[src/rtl/pulse_train_generator.sv]
// -----------------------------------------------------------------------------
// pulse_train_generator
// Fetches a burst descriptor (pulse width, gap, repetition count) from an
// ADC-style soc/eoc producer, then emits the requested train of high pulses
// on `out`. Returns to fetch the next descriptor after the last pulse.
// A burst can be aborted with `stop`, and `reset` overrides everything.
// All outputs except `busy` are registered; `busy` decodes the state only.
// -----------------------------------------------------------------------------
module pulse_train_generator #(
    parameter int W  = 8,
    parameter int RW = 4
) (
    input  logic          clock,
    input  logic          reset,
    input  logic [W-1:0]  numero,
    input  logic [W-1:0]  pausa,
    input  logic [RW-1:0] ripetizioni,
    input  logic          eoc,
    input  logic          stop,
    output logic          soc,
    output logic          out,
    output logic          busy,
    output logic          done
);

    // State encoding kept as plain constants for compatibility with the
    // original single-pulse generator's tooling.
    localparam logic [1:0] S_REQ  = 2'd0;
    localparam logic [1:0] S_ACK  = 2'd1;
    localparam logic [1:0] S_HIGH = 2'd2;
    localparam logic [1:0] S_LOW  = 2'd3;

    localparam logic [W-1:0]  C_ZERO  = '0;
    localparam logic [W-1:0]  C_ONE   = W'(1);
    localparam logic [RW-1:0] R_ZERO  = '0;
    localparam logic [RW-1:0] R_ONE   = RW'(1);

    // Architectural registers.
    logic [1:0]    r_state;
    logic          r_soc;
    logic          r_out;
    logic          r_done;
    logic [W-1:0]  r_cnt;     // cycles left in the current high or low phase
    logic [RW-1:0] r_rcnt;    // pulses left in the burst, including current
    logic [W-1:0]  r_high;    // latched pulse width
    logic [W-1:0]  r_low;     // latched gap width

    // Next-state values computed combinationally.
    logic [1:0]    w_state_nxt;
    logic          w_soc_nxt;
    logic          w_out_nxt;
    logic          w_done_nxt;
    logic [W-1:0]  w_cnt_nxt;
    logic [RW-1:0] w_rcnt_nxt;
    logic [W-1:0]  w_high_nxt;
    logic [W-1:0]  w_low_nxt;

    // Phase-end and burst-end conditions, shared by the transition logic.
    logic w_phase_last;
    logic w_burst_last;
    logic w_empty_desc;
    logic w_active;

    // Decode helper conditions from the current registers and inputs.
    always_comb begin
        w_phase_last = (r_cnt == C_ONE);
        w_burst_last = (r_rcnt == R_ONE);
        w_empty_desc = (numero == C_ZERO) || (ripetizioni == R_ZERO);
        w_active     = (r_state == S_HIGH) || (r_state == S_LOW);
    end

    // Compute the next state and the next value of every registered output.
    always_comb begin
        w_state_nxt = r_state;
        w_soc_nxt   = r_soc;
        w_out_nxt   = r_out;
        w_done_nxt  = 1'b0;
        w_cnt_nxt   = r_cnt;
        w_rcnt_nxt  = r_rcnt;
        w_high_nxt  = r_high;
        w_low_nxt   = r_low;

        case (r_state)
            S_REQ: begin
                // Request a descriptor and wait for the producer to drop eoc.
                w_soc_nxt = 1'b1;
                w_out_nxt = 1'b0;
                if (!eoc) begin
                    w_state_nxt = S_ACK;
                end else begin
                    w_state_nxt = S_REQ;
                end
            end

            S_ACK: begin
                // Descriptor fields are tracked every cycle so the values
                // present on the eoc=1 edge are the ones used.
                w_soc_nxt  = 1'b0;
                w_high_nxt = numero;
                w_low_nxt  = pausa;
                w_rcnt_nxt = ripetizioni;
                if (eoc) begin
                    if (w_empty_desc) begin
                        // Nothing to emit: complete immediately.
                        w_done_nxt  = 1'b1;
                        w_soc_nxt   = 1'b1;
                        w_state_nxt = S_REQ;
                    end else begin
                        // First pulse rises on the very edge that sees eoc=1.
                        w_out_nxt   = 1'b1;
                        w_cnt_nxt   = numero;
                        w_state_nxt = S_HIGH;
                    end
                end else begin
                    w_state_nxt = S_ACK;
                end
            end

            S_HIGH: begin
                if (stop) begin
                    // Abort: drop the line and re-request without done.
                    w_out_nxt   = 1'b0;
                    w_soc_nxt   = 1'b1;
                    w_state_nxt = S_REQ;
                end else begin
                    w_cnt_nxt = r_cnt - C_ONE;
                    if (w_phase_last) begin
                        if (w_burst_last) begin
                            // Last pulse ends: no trailing gap.
                            w_out_nxt   = 1'b0;
                            w_done_nxt  = 1'b1;
                            w_soc_nxt   = 1'b1;
                            w_state_nxt = S_REQ;
                        end else if (r_low == C_ZERO) begin
                            // Zero gap: pulses merge into one continuous high.
                            w_rcnt_nxt  = r_rcnt - R_ONE;
                            w_cnt_nxt   = r_high;
                            w_state_nxt = S_HIGH;
                        end else begin
                            w_out_nxt   = 1'b0;
                            w_rcnt_nxt  = r_rcnt - R_ONE;
                            w_cnt_nxt   = r_low;
                            w_state_nxt = S_LOW;
                        end
                    end else begin
                        w_state_nxt = S_HIGH;
                    end
                end
            end

            S_LOW: begin
                if (stop) begin
                    w_out_nxt   = 1'b0;
                    w_soc_nxt   = 1'b1;
                    w_state_nxt = S_REQ;
                end else begin
                    w_cnt_nxt = r_cnt - C_ONE;
                    if (w_phase_last) begin
                        // Gap over: start the next pulse.
                        w_out_nxt   = 1'b1;
                        w_cnt_nxt   = r_high;
                        w_state_nxt = S_HIGH;
                    end else begin
                        w_state_nxt = S_LOW;
                    end
                end
            end

            default: begin
                // Unreachable encoding: recover to a quiet request state.
                w_state_nxt = S_REQ;
                w_soc_nxt   = 1'b0;
                w_out_nxt   = 1'b0;
                w_cnt_nxt   = C_ZERO;
                w_rcnt_nxt  = R_ZERO;
            end
        endcase
    end

    // Register state and outputs; reset has priority over every other input.
    always_ff @(posedge clock) begin
        if (reset) begin
            r_state <= S_REQ;
            r_soc   <= 1'b0;
            r_out   <= 1'b0;
            r_done  <= 1'b0;
            r_cnt   <= C_ZERO;
            r_rcnt  <= R_ZERO;
            r_high  <= C_ZERO;
            r_low   <= C_ZERO;
        end else begin
            r_state <= w_state_nxt;
            r_soc   <= w_soc_nxt;
            r_out   <= w_out_nxt;
            r_done  <= w_done_nxt;
            r_cnt   <= w_cnt_nxt;
            r_rcnt  <= w_rcnt_nxt;
            r_high  <= w_high_nxt;
            r_low   <= w_low_nxt;
        end
    end

    // Drive ports: busy reflects the pulse-generating states only.
    always_comb begin
        soc  = r_soc;
        out  = r_out;
        done = r_done;
        busy = w_active;
    end

endmodule

[config.mk]
export PLATFORM = sky130hd
export DESIGN_NAME = pulse_train_generator
export DESIGN_NICKNAME = d
export VERILOG_FILES = /design/src/rtl/pulse_train_generator.sv
export SDC_FILE = /design/constraint.sdc
export NUM_CORES = 1
export LEC_CHECK = 0
export CORE_MARGIN = 10
export CORE_UTILIZATION = 45
export CTS_CLUSTER_DIAMETER = 30
export DETAILED_ROUTE_END_ITERATION = 10
export HOLD_SLACK_MARGIN = 0.15
export PLACE_DENSITY_LB_ADDON = 0.08
export SLEW_MARGIN = 5
export SYNTH_ARGS = -nofsm -noshare
export SYNTH_HDL_FRONTEND = slang
export SYNTH_SLANG_ARGS = --single-unit
export TNS_END_PERCENT = 50
[constraint.sdc]
create_clock -name clock -period 3.2 [get_ports clock]
set_clock_uncertainty 0.2 [all_clocks]
set_input_delay 0.48 -clock clock [delete_from_list [all_inputs] [get_ports clock]]
set_output_delay 0.48 -clock clock [all_outputs]
set_load 0.1 [all_outputs]
# == Word-level counts from Yosys, hierarchy flattened ==
# Cells that the tools add are included.
# op_classes
add_sub_neg,2
n_mux,43
reduce_logical,12
div,0
order_cmp,0
multipliers,0
n_eq_ne,16
shift,0
bitwise_logic,0
# op_table
cell,n
$mux W8,8
$pmux W8 S3,1
$mux W1,20
$logic_not A8 Y1,2
$ne A2 B2 Y1 const B,7
$mux W2,6
$mux W4,3
$reduce_and A5 Y1,2
$ne A3 B3 Y1 const B,3
$eq A8 B1 Y1 const B,1
$pmux W1 S4,2
$pmux W2 S4,1
$pmux W4 S2,1
$sub A8 B1 Y8 const B,1
$eq A2 B2 Y1 const B,2
$eq A4 B1 Y1 const B,1
$logic_not A4 Y1,1
$ne A4 B4 Y1 const B,1
$reduce_and A4 Y1,1
$sub A4 B1 Y4 const B,1
$reduce_and A3 Y1,1
$reduce_bool A3 Y1,1
$eq A2 B1 Y1 const B,1
$logic_not A2 Y1,1
other kinds (3),4
# totals
latch_bits,0
memories,0
word_cells,81
out_inout_bits,4
input_bits,24
regBits,33
romBits,0
ramBits,0

# == Depth between registers and ports, before layout ==
# Gate-level depths: netlist of the first run.
# depth
word_depth,6
depth_mapped,10
ltp_nobuf,8

# == Least setup slack after synthesis of the first run ==
# OpenSTA, ideal clock, no wires.
# synth_timing
path_kind,reg2reg
start,register r_state[0]
end,register r_cnt[7]
setup_slack_ns,0.412
setup_ns,0.091
arrival_time_ns,2.497
synth_period_minus_slack_ns,2.788
t_required_ns,2.909
n_path_buf,1
path_stages_with_launch,10
cell_sequence,dfxtp_1 -> inv_1 -> ha_1 -> nor2_1 -> inv_1 -> a21oi_1 -> o21a_1 -> clkbuf_1 -> nor2_1 -> a311oi_1
# synth_via
elab_chain_len,3
word_cells_on_any_way,10
classes_between,7 x eq/ne; 1 x mux; 2 x reduce/logical
# synth_lines
item,line,rtl
"start, declared",39,logic [1:0] r_state;
"start signal, assigned",192,r_state <= w_state_nxt;
$eq A2 B2 Y1 or $eq A2 B1 Y1 (tied branches),83,case (r_state)
$ne A2 B2 Y1 (no line) or $reduce_bool A3 Y1 (tied branches),-,
$reduce_and A5 Y1 (no line),-,
"end signal, assigned",196,r_cnt <= w_cnt_nxt;
"end, declared",43,logic [W-1:0] r_cnt;
# Parallel ways exist; a longest one is shown, timed or not.
# A chain may end at the register's enable or synchronous reset.

# == Worst setup path in the final report of the first run ==
# layout_timing
start,register r_cnt[1]
end,register r_cnt[1]
# layout_via
elab_chain_len,5
word_cells_on_any_way,8
classes_between,1 x add/sub; 1 x eq/ne; 6 x mux
# layout_lines
item,line,rtl
$sub A8 B1 Y8,"126, 157",
$mux W8,128,if (w_burst_last) begin
$mux W8,127,if (w_phase_last) begin
$mux W8,120,if (stop) begin
$pmux W8 S3 *,83,
# Every way passes the cells marked *; elsewhere a longest branch is shown, timed or not. The select of a mux whose other input is x is not followed.

==> results of run 1 <==
worst min-delay path by stage:
stage	startpoint	endpoint	slack (ns)	cells past startpoint
6_report	out	out	0.28	2
5_1_grt	out	out	0.31	2
4_1_cts	out	out	0.29	2
3_5_place_dp	out	out	0.28	2
3_3_place_gp	r_rcnt[3]	r_rcnt[3]	0.28	2
2_1_floorplan	r_rcnt[3]	r_rcnt[3]	0.26	2
synth_stat cells (2+ instances only):
master and instances:
sky130_fd_sc_hd__a31oi_1 4, sky130_fd_sc_hd__dfxtp_1 33, sky130_fd_sc_hd__buf_1 2, sky130_fd_sc_hd__mux2i_1 17, sky130_fd_sc_hd__nand3_1 3, sky130_fd_sc_hd__nand2_1 7
sky130_fd_sc_hd__or3_1 3, sky130_fd_sc_hd__a32oi_1 3, sky130_fd_sc_hd__a22oi_1 2, sky130_fd_sc_hd__nor3_1 8, sky130_fd_sc_hd__buf_6 2, sky130_fd_sc_hd__o31ai_1 6
sky130_fd_sc_hd__xnor2_1 3, sky130_fd_sc_hd__nor3b_1 2, sky130_fd_sc_hd__nor4_1 6, sky130_fd_sc_hd__a211oi_1 8, sky130_fd_sc_hd__or4_1 2, sky130_fd_sc_hd__ha_1 8
sky130_fd_sc_hd__o21ai_0 4, sky130_fd_sc_hd__a311oi_2 2, sky130_fd_sc_hd__a311oi_1 5, sky130_fd_sc_hd__clkbuf_1 12, sky130_fd_sc_hd__or3b_1 2, sky130_fd_sc_hd__inv_1 14
sky130_fd_sc_hd__a211o_1 6, sky130_fd_sc_hd__nor2_1 36, sky130_fd_sc_hd__a21oi_1 18
critical path, stage by stage, from the launching register on:
cell                       delay, ns
sky130_fd_sc_hd__dfxtp_1        0.38
sky130_fd_sc_hd__inv_1          0.10
sky130_fd_sc_hd__ha_1           0.21
sky130_fd_sc_hd__or3b_1         0.39
sky130_fd_sc_hd__or3b_1         0.49
sky130_fd_sc_hd__buf_4          0.24
sky130_fd_sc_hd__a211oi_1       0.25
sky130_fd_sc_hd__a211o_1        0.16
sky130_fd_sc_hd__a311oi_2       0.09
logic make-up after synthesis:
logic type                 after synthesis  share of synthesized area (%)
DFF                                     33                           32.9
adders and majority gates                8                           4.99
AOI/OAI and AO/OA                       72                           26.8
muxes                                   17                           8.48
and+or+nand+nor                         77                           19.1
buffers and inverters                   30                           6.36
xor gates and xnor gates                 3                           1.31
flip-flops by register name, summed over array words and instances (netlist names):
signal and flops:
r_cnt 8, r_high 8, r_low 8, r_rcnt 4, r_state 2, done 1, out 1, soc 1
layer usage:
layer	global-route usage, %	wire length (µm)	vias up
met5	0	0	-
li1	-	-	949
met2	23.5	2530	62
met4	5.30	65	0
met1	20.6	2560	936
met3	4.78	468	5
layout make-up:
type | instances | area, µm² | area share [%]
Inverter | 14 | 52.6 | 2.21
Clock buffer | 8 | 80.1 | 3.36
Multi-Input combinational cell | 177 | 1220 | 51.2
Timing Repair Buffer | 33 | 305 | 12.8
Sequential cell | 33 | 661 | 27.7
Tap cell | 52 | 65.1 | 2.73
per-stage QoR:
step	std cells	utilization (%)	setup WS [ns]
finish	317	55.1	0.541
floorplan	240	-	0.412
detailed placement	309	53.2	0.527
global route	317	55.1	0.373
global placement	309	53.2	0.569
CTS	317	55.1	0.550
power by group through the flow:
stage / clock network [mW] / logic [mW] / registers (mW)
finish: 0.304 / 0.245 / 0.459
global route: 0.327 / 0.273 / 0.462
CTS: 0.310 / 0.244 / 0.459
detailed placement: 0 / 0.241 / 0.468
global placement: 0 / 0.241 / 0.467
floorplan: 0 / 0.160 / 0.471
==> summary.md, run 1 <==
| Metric | Value |
|---|---|
| Status | `finished clean` |
| Via-to-Cell Ratio | `6.16` |
| EDFF count, synth | `0` |
| Final weighted congestion in routability-driven placement | `0.859` |
| FF-to-FF setup slack | `0.54 ns` |
| Die H | `86.8 µm` |
| Number of buffers added by the clock tree synthesis step | `5` |
| Worst Setup Start Kind | `flop` |
| Net Count, Synth | `272` |
| Flops & latches, synth | `33` |
| Area fraction of the dominant cell type after synthesis | `32.9%` |
| Clock transition at the register clock pins on the worst setup and hold paths after CTS | `0.07 ns` |
| Int Pwr | `0.696 mW` |
| TritonCTS clock tree | `built` |
| Maximum count of clock buffers along a single path | `2` |
| Total DRC errors in the routed layout | `0` |
| Power after layout | `1.01 mW` |
| Antenna diodes | `0` |
| Final-layout setup total negative slack | `0 ns` |
| DR WL/cell | `17.7 µm` |
| Net switching share of the total power | `31.1%` |
| Final design instance area without fill | `0.00238 mm²` |
| Highest attainable clock frequency | `376 MHz` |
| Post-CTS setup-driven buffer insertion count | `0` |
| Cell type with the largest total area after synthesis | `sky130_fd_sc_hd__dfxtp_1` |
| CP required | `3.14 ns` |
| RSZ-0062 raised after global routing | `no` |
| Number of antenna-violating nets in the routed design | `0` |
| Initial antenna violation count | `0` |
| Logic pwr share | `24.3%` |
| Crit Path Category | `flop to flop` |
| H-tree depth reported by CTS | `2` |
| Most instantiated flip-flop cell in the synthesis netlist | `sky130_fd_sc_hd__dfxtp_1` |
| Clock Tree Root | `sky130_fd_sc_hd__clkbuf_8` |
| Class of the most critical hold timing path | `flop to flop` |
| Mean area per synthesized cell | `8.36 µm²` |
| Worst slew pin tran | `0.585 ns` |
| RR Startpoint | `r_cnt[1]` |
| Starting density of the core | `46.4%` |
| Clock period minus final worst setup slack | `2.66 ns` |
| Die area | `0.00753 mm²` |
| Sum of net half-perimeters after detailed placement | `4020 µm` |
| Final number of setup-violating endpoints | `0` |
| Worst reg2reg path depth | `8` |
| Worst-Skew Late Latency | `0.29 ns` |
| Synth Instances | `240` |
| Number of filler cells placed in the layout | `433` |
| Power per standard cell area | `424 mW/mm²` |
| Area of the mapped netlist | `0.00201 mm²` |
| Fraction of final layout cells with drive strength greater than 1 | `8.30%` |
| Leakage Power | `0.849 nW` |
| Vias in the first global route | `1,841` |
| Synthesis warning total | `0` |
| Wire length of the first global-routing pass | `9590 µm` |
| Number of gates given a new drive strength after cts | `0` |
| Count of pins on the block boundary | `28` |
| Worst-path maximum fanout | `11` |
| Placed cell areas | `0.00230 mm²` |
| Relative contribution of the clock network to total power | `30.2%` |
| Critical Path End Type | `flop` |
| Worst setup path startpoint | `r_cnt[1]` |
| Max Transition Viols Final | `0` |
| DIE WIDTH | `86.8 µm` |
| Number of vias in the routed layout | `1,952` |
| Hold Violations, Final | `0` |
| Core footprint | `0.00432 mm²` |
| Share of synthesized registers carrying an async set or reset | `0%` |
| Count of max-cap constraint violations | `0` |
| Unique cell type count in the Yosys netlist | `49` |
| CTS sink count | `33` |
| Pin count of the biggest net entering global routing | `34` |
| Gr ovfl total | `0` |
| Worst setup path endpoint | `r_cnt[1]` |
| Final Routed Wirelength | `5620 µm` |
| Count of standard-cell rows | `24` |
| DRT Pass-1 Iters | `4` |
| Rel. slew slack | `61.0%` |
| Number of DRC markers in iteration 0 | `191` |
| Final layout net count | `296` |
| Worst r2r dst | `r_cnt[1]` |
| Relative contribution of sequential cells to total power | `45.5%` |
| Period utilization | `83.1%` |
| Worst voltage drop across the vdd grid | `0.000256 V` |
| Share of the yosys chip area belonging to registers | `32.9%` |
| Most common library cell in the layout ignoring fill and taps | `sky130_fd_sc_hd__nor2_1` |
| Leading cell types in the layout, fill and taps excluded | `36 x sky130_fd_sc_hd__nor2_1, 33 x sky130_fd_sc_hd__dfxtp_1, 23 x sky130_fd_sc_hd__clkdlybuf4s50_1` |
| Worst EP arrival | `2.60 ns` |
| Total net switching power | `0.313 mW` |
| Synthesis-to-layout area growth | `18.7%` |
| Cts hold-fix bufs | `0` |
| Smallest hold slack | `0.280 ns` |
| Count of input and output buffers | `27` |
| All-layer global routing usage | `15.7%` |
| Synth area leaders | `sky130_fd_sc_hd__dfxtp_1 33%, sky130_fd_sc_hd__mux2i_1 8.5%, sky130_fd_sc_hd__nor2_1 6.7%` |
Power figures use the tool's default switching activity.
==> run 2: changes to the inputs <==
==> constraint.sdc (replaced) <==
create_clock -name clock -period 2.6 [get_ports clock]
set_clock_uncertainty 0.2 [all_clocks]
set_input_delay 0.39 -clock clock [delete_from_list [all_inputs] [get_ports clock]]
set_output_delay 0.39 -clock clock [all_outputs]
set_load 0.1 [all_outputs]
==> run 2 against run 1 <==
Largest cell class unchanged; utilization increased by 3.9 points; routed wire length decreased by 0.52%; final area up 7.1%; flip-flop and latch count is the same; critical path type unchanged; sequential power is 22% higher; total power up 32%.
==> summary.md, run 2 (synthesis gave the netlist of run 1 again) <==
| Metric | Value |
|---|---|
| Leakage Power | `0.938 nW` |
| Final design instance area without fill | `0.00255 mm²` |
| Number of buffers added by the clock tree synthesis step | `5` |
| Final-layout setup total negative slack | `0 ns` |
| Power per standard cell area | `521 mW/mm²` |
| Number of DRC markers in iteration 0 | `216` |
| Gr ovfl total | `0` |
| Maximum count of clock buffers along a single path | `2` |
| Final number of setup-violating endpoints | `0` |
| Status | `finished clean` |
| Post-CTS setup-driven buffer insertion count | `0` |
| Rel. slew slack | `64.5%` |
| Final instance count without filler cells | `331` |
| CP required | `2.54 ns` |
| Worst r2r dst | `r_cnt[6]` |
| TritonCTS clock tree | `built` |
| RR Startpoint | `r_cnt[1]` |
| Core footprint | `0.00432 mm²` |
| Clock transition at the register clock pins on the worst setup and hold paths after CTS | `0.07 ns` |
| H-tree depth reported by CTS | `2` |
| Worst voltage drop across the vdd grid | `0.000344 V` |
| Instance count along the most critical hold path | `2` |
| Cells after DPL | `323` |
| Antenna diodes | `0` |
| Die H | `86.8 µm` |
| Hold Violations, Final | `0` |
| Worst-Skew Late Latency | `0.29 ns` |
| Min setup slack post-route | `0.0918 ns` |
| Synthesis-to-layout area growth | `27.2%` |
| Number of vias in the routed layout | `2,021` |
| Pin count of the biggest net entering global routing | `22` |
| CTS sink count | `33` |
| Final Routed Wirelength | `5600 µm` |
| Die area | `0.00753 mm²` |
| Count of standard-cell rows | `24` |
| DRT Pass-1 Iters | `4` |
| Sum of net half-perimeters after detailed placement | `4160 µm` |
| Worst Setup Start Kind | `flop` |
| Highest attainable clock frequency | `399 MHz` |
| Crit Path Category | `flop to flop` |
| Count of max-cap constraint violations | `0` |
| Leading cell types in the layout, fill and taps excluded | `35 x sky130_fd_sc_hd__nor2_1, 33 x sky130_fd_sc_hd__dfxtp_1, 23 x sky130_fd_sc_hd__clkdlybuf4s50_1` |
| Class of the most critical hold timing path | `flop to flop` |
| Clock period minus final worst setup slack | `2.51 ns` |
| DR WL/cell | `16.9 µm` |
| RSZ-0062 raised after global routing | `no` |
| Most common library cell in the layout ignoring fill and taps | `sky130_fd_sc_hd__nor2_1` |
| Wire length of the first global-routing pass | `9380 µm` |
| Worst EP arrival | `2.45 ns` |
| FF-to-FF setup slack | `0.09 ns` |
| Total DRC errors in the routed layout | `0` |
| Via-to-Cell Ratio | `6.11` |
| Critical Path End Type | `flop` |
| Starting density of the core | `46.4%` |
| Worst-path maximum fanout | `18` |
| Largest registers | `r_cnt x8, r_high x8, r_low x8` |
| Placed cell areas | `0.00244 mm²` |
| Count of pins on the block boundary | `28` |
| Clock Tree Root | `sky130_fd_sc_hd__clkbuf_8` |
| Worst setup path startpoint | `r_cnt[1]` |
| Final weighted congestion in routability-driven placement | `0.810` |
| Worst slew pin tran | `0.533 ns` |
| All-layer global routing usage | `15.2%` |
| Count of input and output buffers | `27` |
| Vias in the first global route | `1,889` |
| Max Transition Viols Final | `0` |
| Initial antenna violation count | `0` |
| Number of antenna-violating nets in the routed design | `0` |
| Period utilization | `96.5%` |
| Share of the core filled with cells | `59.0%` |
| Worst slack at placement | `0.0358 ns` |
| Fraction of final layout cells with drive strength greater than 1 | `15.1%` |
| Final layout net count | `310` |
| DIE WIDTH | `86.8 µm` |
| Worst reg2reg path depth | `7` |
| Worst setup path endpoint | `r_cnt[6]` |
[run 2: what timing repair did]
| item | CTS | global route |
|---|---|---|
| endpoints found under the hold margin | 0 | 0 |
| hold buffers | 0 | 0 |
| resized for setup | 0 | 3 |
| setup endpoints to repair | 0 | 1 |
[run 2: power by group]
group / internal, mW / total [mW] / switching (mW)
Sequential: 0.535 / 0.558 / 0.0236
Clock: 0.239 / 0.433 / 0.193
Combinational: 0.153 / 0.338 / 0.185
Total: 0.927 / 1.33 / 0.402
[run 2: how the worst min path moves through the flow]
stage,from,end,slack [ns]
global route,r_rcnt[3],r_rcnt[3],0.33
CTS,r_rcnt[3],r_rcnt[3],0.30
detailed placement,r_rcnt[3],r_rcnt[3],0.29
finish,out,out,0.29
floorplan,r_rcnt[3],r_rcnt[3],0.26
global placement,r_rcnt[3],r_rcnt[3],0.28
[run 2: routing by layer]
metal	vias up	part of all wire [%]	global-route usage, %
li1	980	-	-
met1	949	47	20.7
met2	84	44	22.1
met3	8	7.4	4.41
met4	0	1.3	5.45
met5	-	0	0
[run 2: final cells by class]
class / count / area [µm²]
timing repair buffer: 47 / 435
clock inverter: 1 / 5.00
inverter: 14 / 56.3
fill: 404 / 1770
clock buffer: 7 / 96.3
tap: 52 / 65.1
multi-input combinational: 177 / 1230
sequential: 33 / 661
[run 2: metrics by stage]
step	total power, mW	hold slack [ns]
after CTS	1.33	0.295
after global routing	1.40	0.325
after detailed placement	0.899	0.286
after floorplan	0.778	0.262
after global placement	0.896	0.283
final	1.33	0.287
[run 2: critical path, cell delays in order, from the launching register on]
cell and delay, ns:
sky130_fd_sc_hd__dfxtp_1 0.31, sky130_fd_sc_hd__inv_1 0.07, sky130_fd_sc_hd__ha_1 0.22, sky130_fd_sc_hd__or3b_1 0.37, sky130_fd_sc_hd__or3b_1 0.40, sky130_fd_sc_hd__buf_12 0.17, sky130_fd_sc_hd__o311ai_0 0.42, sky130_fd_sc_hd__a41oi_1 0.18
==> run 3: changes to the inputs <==
--- a/config.mk
+++ b/config.mk
@@ -5,8 +5,10 @@
 export SDC_FILE = /design/constraint.sdc
 export NUM_CORES = 1
 export LEC_CHECK = 0
+export CELL_PAD_IN_SITES_DETAIL_PLACEMENT = 2
+export CELL_PAD_IN_SITES_GLOBAL_PLACEMENT = 2
 export CORE_MARGIN = 10
-export CORE_UTILIZATION = 45
+export CORE_UTILIZATION = 32
 export CTS_CLUSTER_DIAMETER = 30
 export DETAILED_ROUTE_END_ITERATION = 10
 export HOLD_SLACK_MARGIN = 0.15
==> run 3 against run 2 <==
Total power rose by 4.6%; sequential share of layout area fell by 0.49 points; flip-flop and latch count did not move; highest routed layer unchanged; utilization fell by 16 points; via count rose by 1.4%; die area rose by 31%; clock power rose by 11%; maximum frequency rose by 4.4%; global-route usage fell by 0.24 points.
==> summary.md, run 3 (synthesis gave the netlist of run 1 again) <==
| Metric | Value |
|---|---|
| Status | `finished clean` |
| DR WL/cell | `20.1 µm` |
| Worst slew pin tran | `0.439 ns` |
| Worst voltage drop across the vdd grid | `0.000304 V` |
| Period utilization | `92.4%` |
| Critical Path End Type | `flop` |
| Synthesis-to-layout area growth | `29.6%` |
| RSZ-0062 raised after global routing | `no` |
| Class of the most critical hold timing path | `flop to flop` |
| Final weighted congestion in routability-driven placement | `0.769` |
| H-tree depth reported by CTS | `2` |
| Most common library cell in the layout ignoring fill and taps | `sky130_fd_sc_hd__nor2_1` |
| Leakage Power | `0.950 nW` |
| Final instance count without filler cells | `357` |
| Pin count of the biggest net entering global routing | `19` |
| Cts hold-fix bufs | `0` |
| Core footprint | `0.00599 mm²` |
| Number of antenna-violating nets in the routed design | `0` |
| Initial antenna violation count | `0` |
| Maximum count of clock buffers along a single path | `2` |
| Hold Violations, Final | `0` |
| Wire length of the first global-routing pass | `12,000 µm` |
| Max Transition Viols Final | `0` |
| Via-to-Cell Ratio | `5.74` |
| Gr ovfl total | `0` |
| CTS sink count | `33` |
| Number of DRC markers in iteration 0 | `82` |
| Count of max-cap constraint violations | `0` |
| Final-layout setup total negative slack | `0 ns` |
| Die H | `99.2 µm` |
| Share of the core filled with cells | `43.4%` |
| FF-to-FF setup slack | `0.20 ns` |
| Cells after DPL | `350` |
| Sum of net half-perimeters after detailed placement | `5480 µm` |
| Worst-Skew Late Latency | `0.29 ns` |
| Worst reg2reg path depth | `7` |
| Worst Setup Start Kind | `flop` |
| Starting density of the core | `33.5%` |
| Die area | `0.00984 mm²` |
| Antenna diodes | `0` |
| Crit Path Category | `flop to flop` |
| Power per standard cell area | `534 mW/mm²` |
| Final Routed Wirelength | `7180 µm` |
| CP required | `2.55 ns` |
| Count of pins on the block boundary | `28` |
| Clock transition at the register clock pins on the worst setup and hold paths after CTS | `0.07 ns` |
| RR Startpoint | `r_cnt[1]` |
| DIE WIDTH | `99.2 µm` |
| All-layer global routing usage | `15.0%` |
| Count of standard-cell rows | `28` |
| Worst r2r dst | `r_cnt[6]` |
| Total DRC errors in the routed layout | `0` |
| Number of vias in the routed layout | `2,049` |
| Vias in the first global route | `2,250` |
| Clock Tree Root | `sky130_fd_sc_hd__clkbuf_8` |
| Fraction of final layout cells with drive strength greater than 1 | `16.0%` |
| Worst EP arrival | `2.36 ns` |
| Highest attainable clock frequency | `416 MHz` |
| Leading cell types in the layout, fill and taps excluded | `35 x sky130_fd_sc_hd__nor2_1, 33 x sky130_fd_sc_hd__dfxtp_1, 27 x sky130_fd_sc_hd__buf_4` |
| Rel. slew slack | `70.7%` |
| Clock period minus final worst setup slack | `2.40 ns` |
| Worst-path maximum fanout | `6` |
| Largest registers | `r_cnt x8, r_high x8, r_low x8` |
| Worst setup path endpoint | `r_cnt[6]` |
| Final layout net count | `314` |
| Count of input and output buffers | `27` |
| Placed cell areas | `0.00249 mm²` |
| DRT Pass-1 Iters | `4` |
| Worst setup path startpoint | `r_cnt[1]` |
| Final design instance area without fill | `0.00260 mm²` |
| TritonCTS clock tree | `built` |
| Final number of setup-violating endpoints | `0` |
| Number of buffers added by the clock tree synthesis step | `5` |
-- run 3: cell type report --
type                       instances  area [µm²]
multi-input combinational        177        1230
timing repair buffer              51         453
fill                             677        3390
clock buffer                       5        68.8
sequential                        33         661
clock inverter                     2        35.0
inverter                          14        56.3
tap                               75        93.8
-- run 3: where the power goes --
group | leakage, nW | switching, mW | internal [mW] | total (mW)
Sequential | 0.270 | 0.0274 | 0.535 | 0.562
Combinational | 0.626 | 0.195 | 0.154 | 0.349
Clock | 0.0540 | 0.200 | 0.279 | 0.479
Total | 0.950 | 0.423 | 0.967 | 1.39
-- run 3: metal layers --
layer  vias up  global-route usage [%]  share of wire (%)
li1        980                       -                  -
met2        29                    27.0                 51
met1      1030                    17.3                 44
met3        10                    2.77                3.0
met5         -                       0                  0
met4         0                    5.07                1.7
-- run 3: timing repair --
item                       4_1_cts  5_1_grt
resized for setup                0        2
buffers inserted                 0        0
setup endpoints to repair        0        2
-- run 3: how the worst min path moves through the flow --
stage          startpoint   endpoint  slack, ns  cells past startpoint
2_1_floorplan   r_rcnt[3]  r_rcnt[3]       0.26                      2
3_3_place_gp          out        out       0.28                      2
3_5_place_dp          out        out       0.29                      2
4_1_cts               out        out       0.31                      2
5_1_grt               out        out       0.33                      2
6_report              out        out       0.29                      2
-- run 3: stage by stage --
step	hold slack [ns]	power, mW	setup WS (ns)
2_1_floorplan	0.262	0.778	0.0552
6_report	0.291	1.39	0.198
5_1_grt	0.325	1.46	0.0306
3_5_place_dp	0.294	0.919	0.155
3_3_place_gp	0.281	0.909	0.190
4_1_cts	0.305	1.40	0.174
-- run 3: critical path, stage by stage (launching register included) --
cell	delay (ns)
sky130_fd_sc_hd__dfxtp_1	0.31
sky130_fd_sc_hd__inv_1	0.07
sky130_fd_sc_hd__ha_1	0.15
sky130_fd_sc_hd__or3b_1	0.39
sky130_fd_sc_hd__or3b_1	0.40
sky130_fd_sc_hd__buf_4	0.19
sky130_fd_sc_hd__o311ai_0	0.39
sky130_fd_sc_hd__a41oi_1	0.17
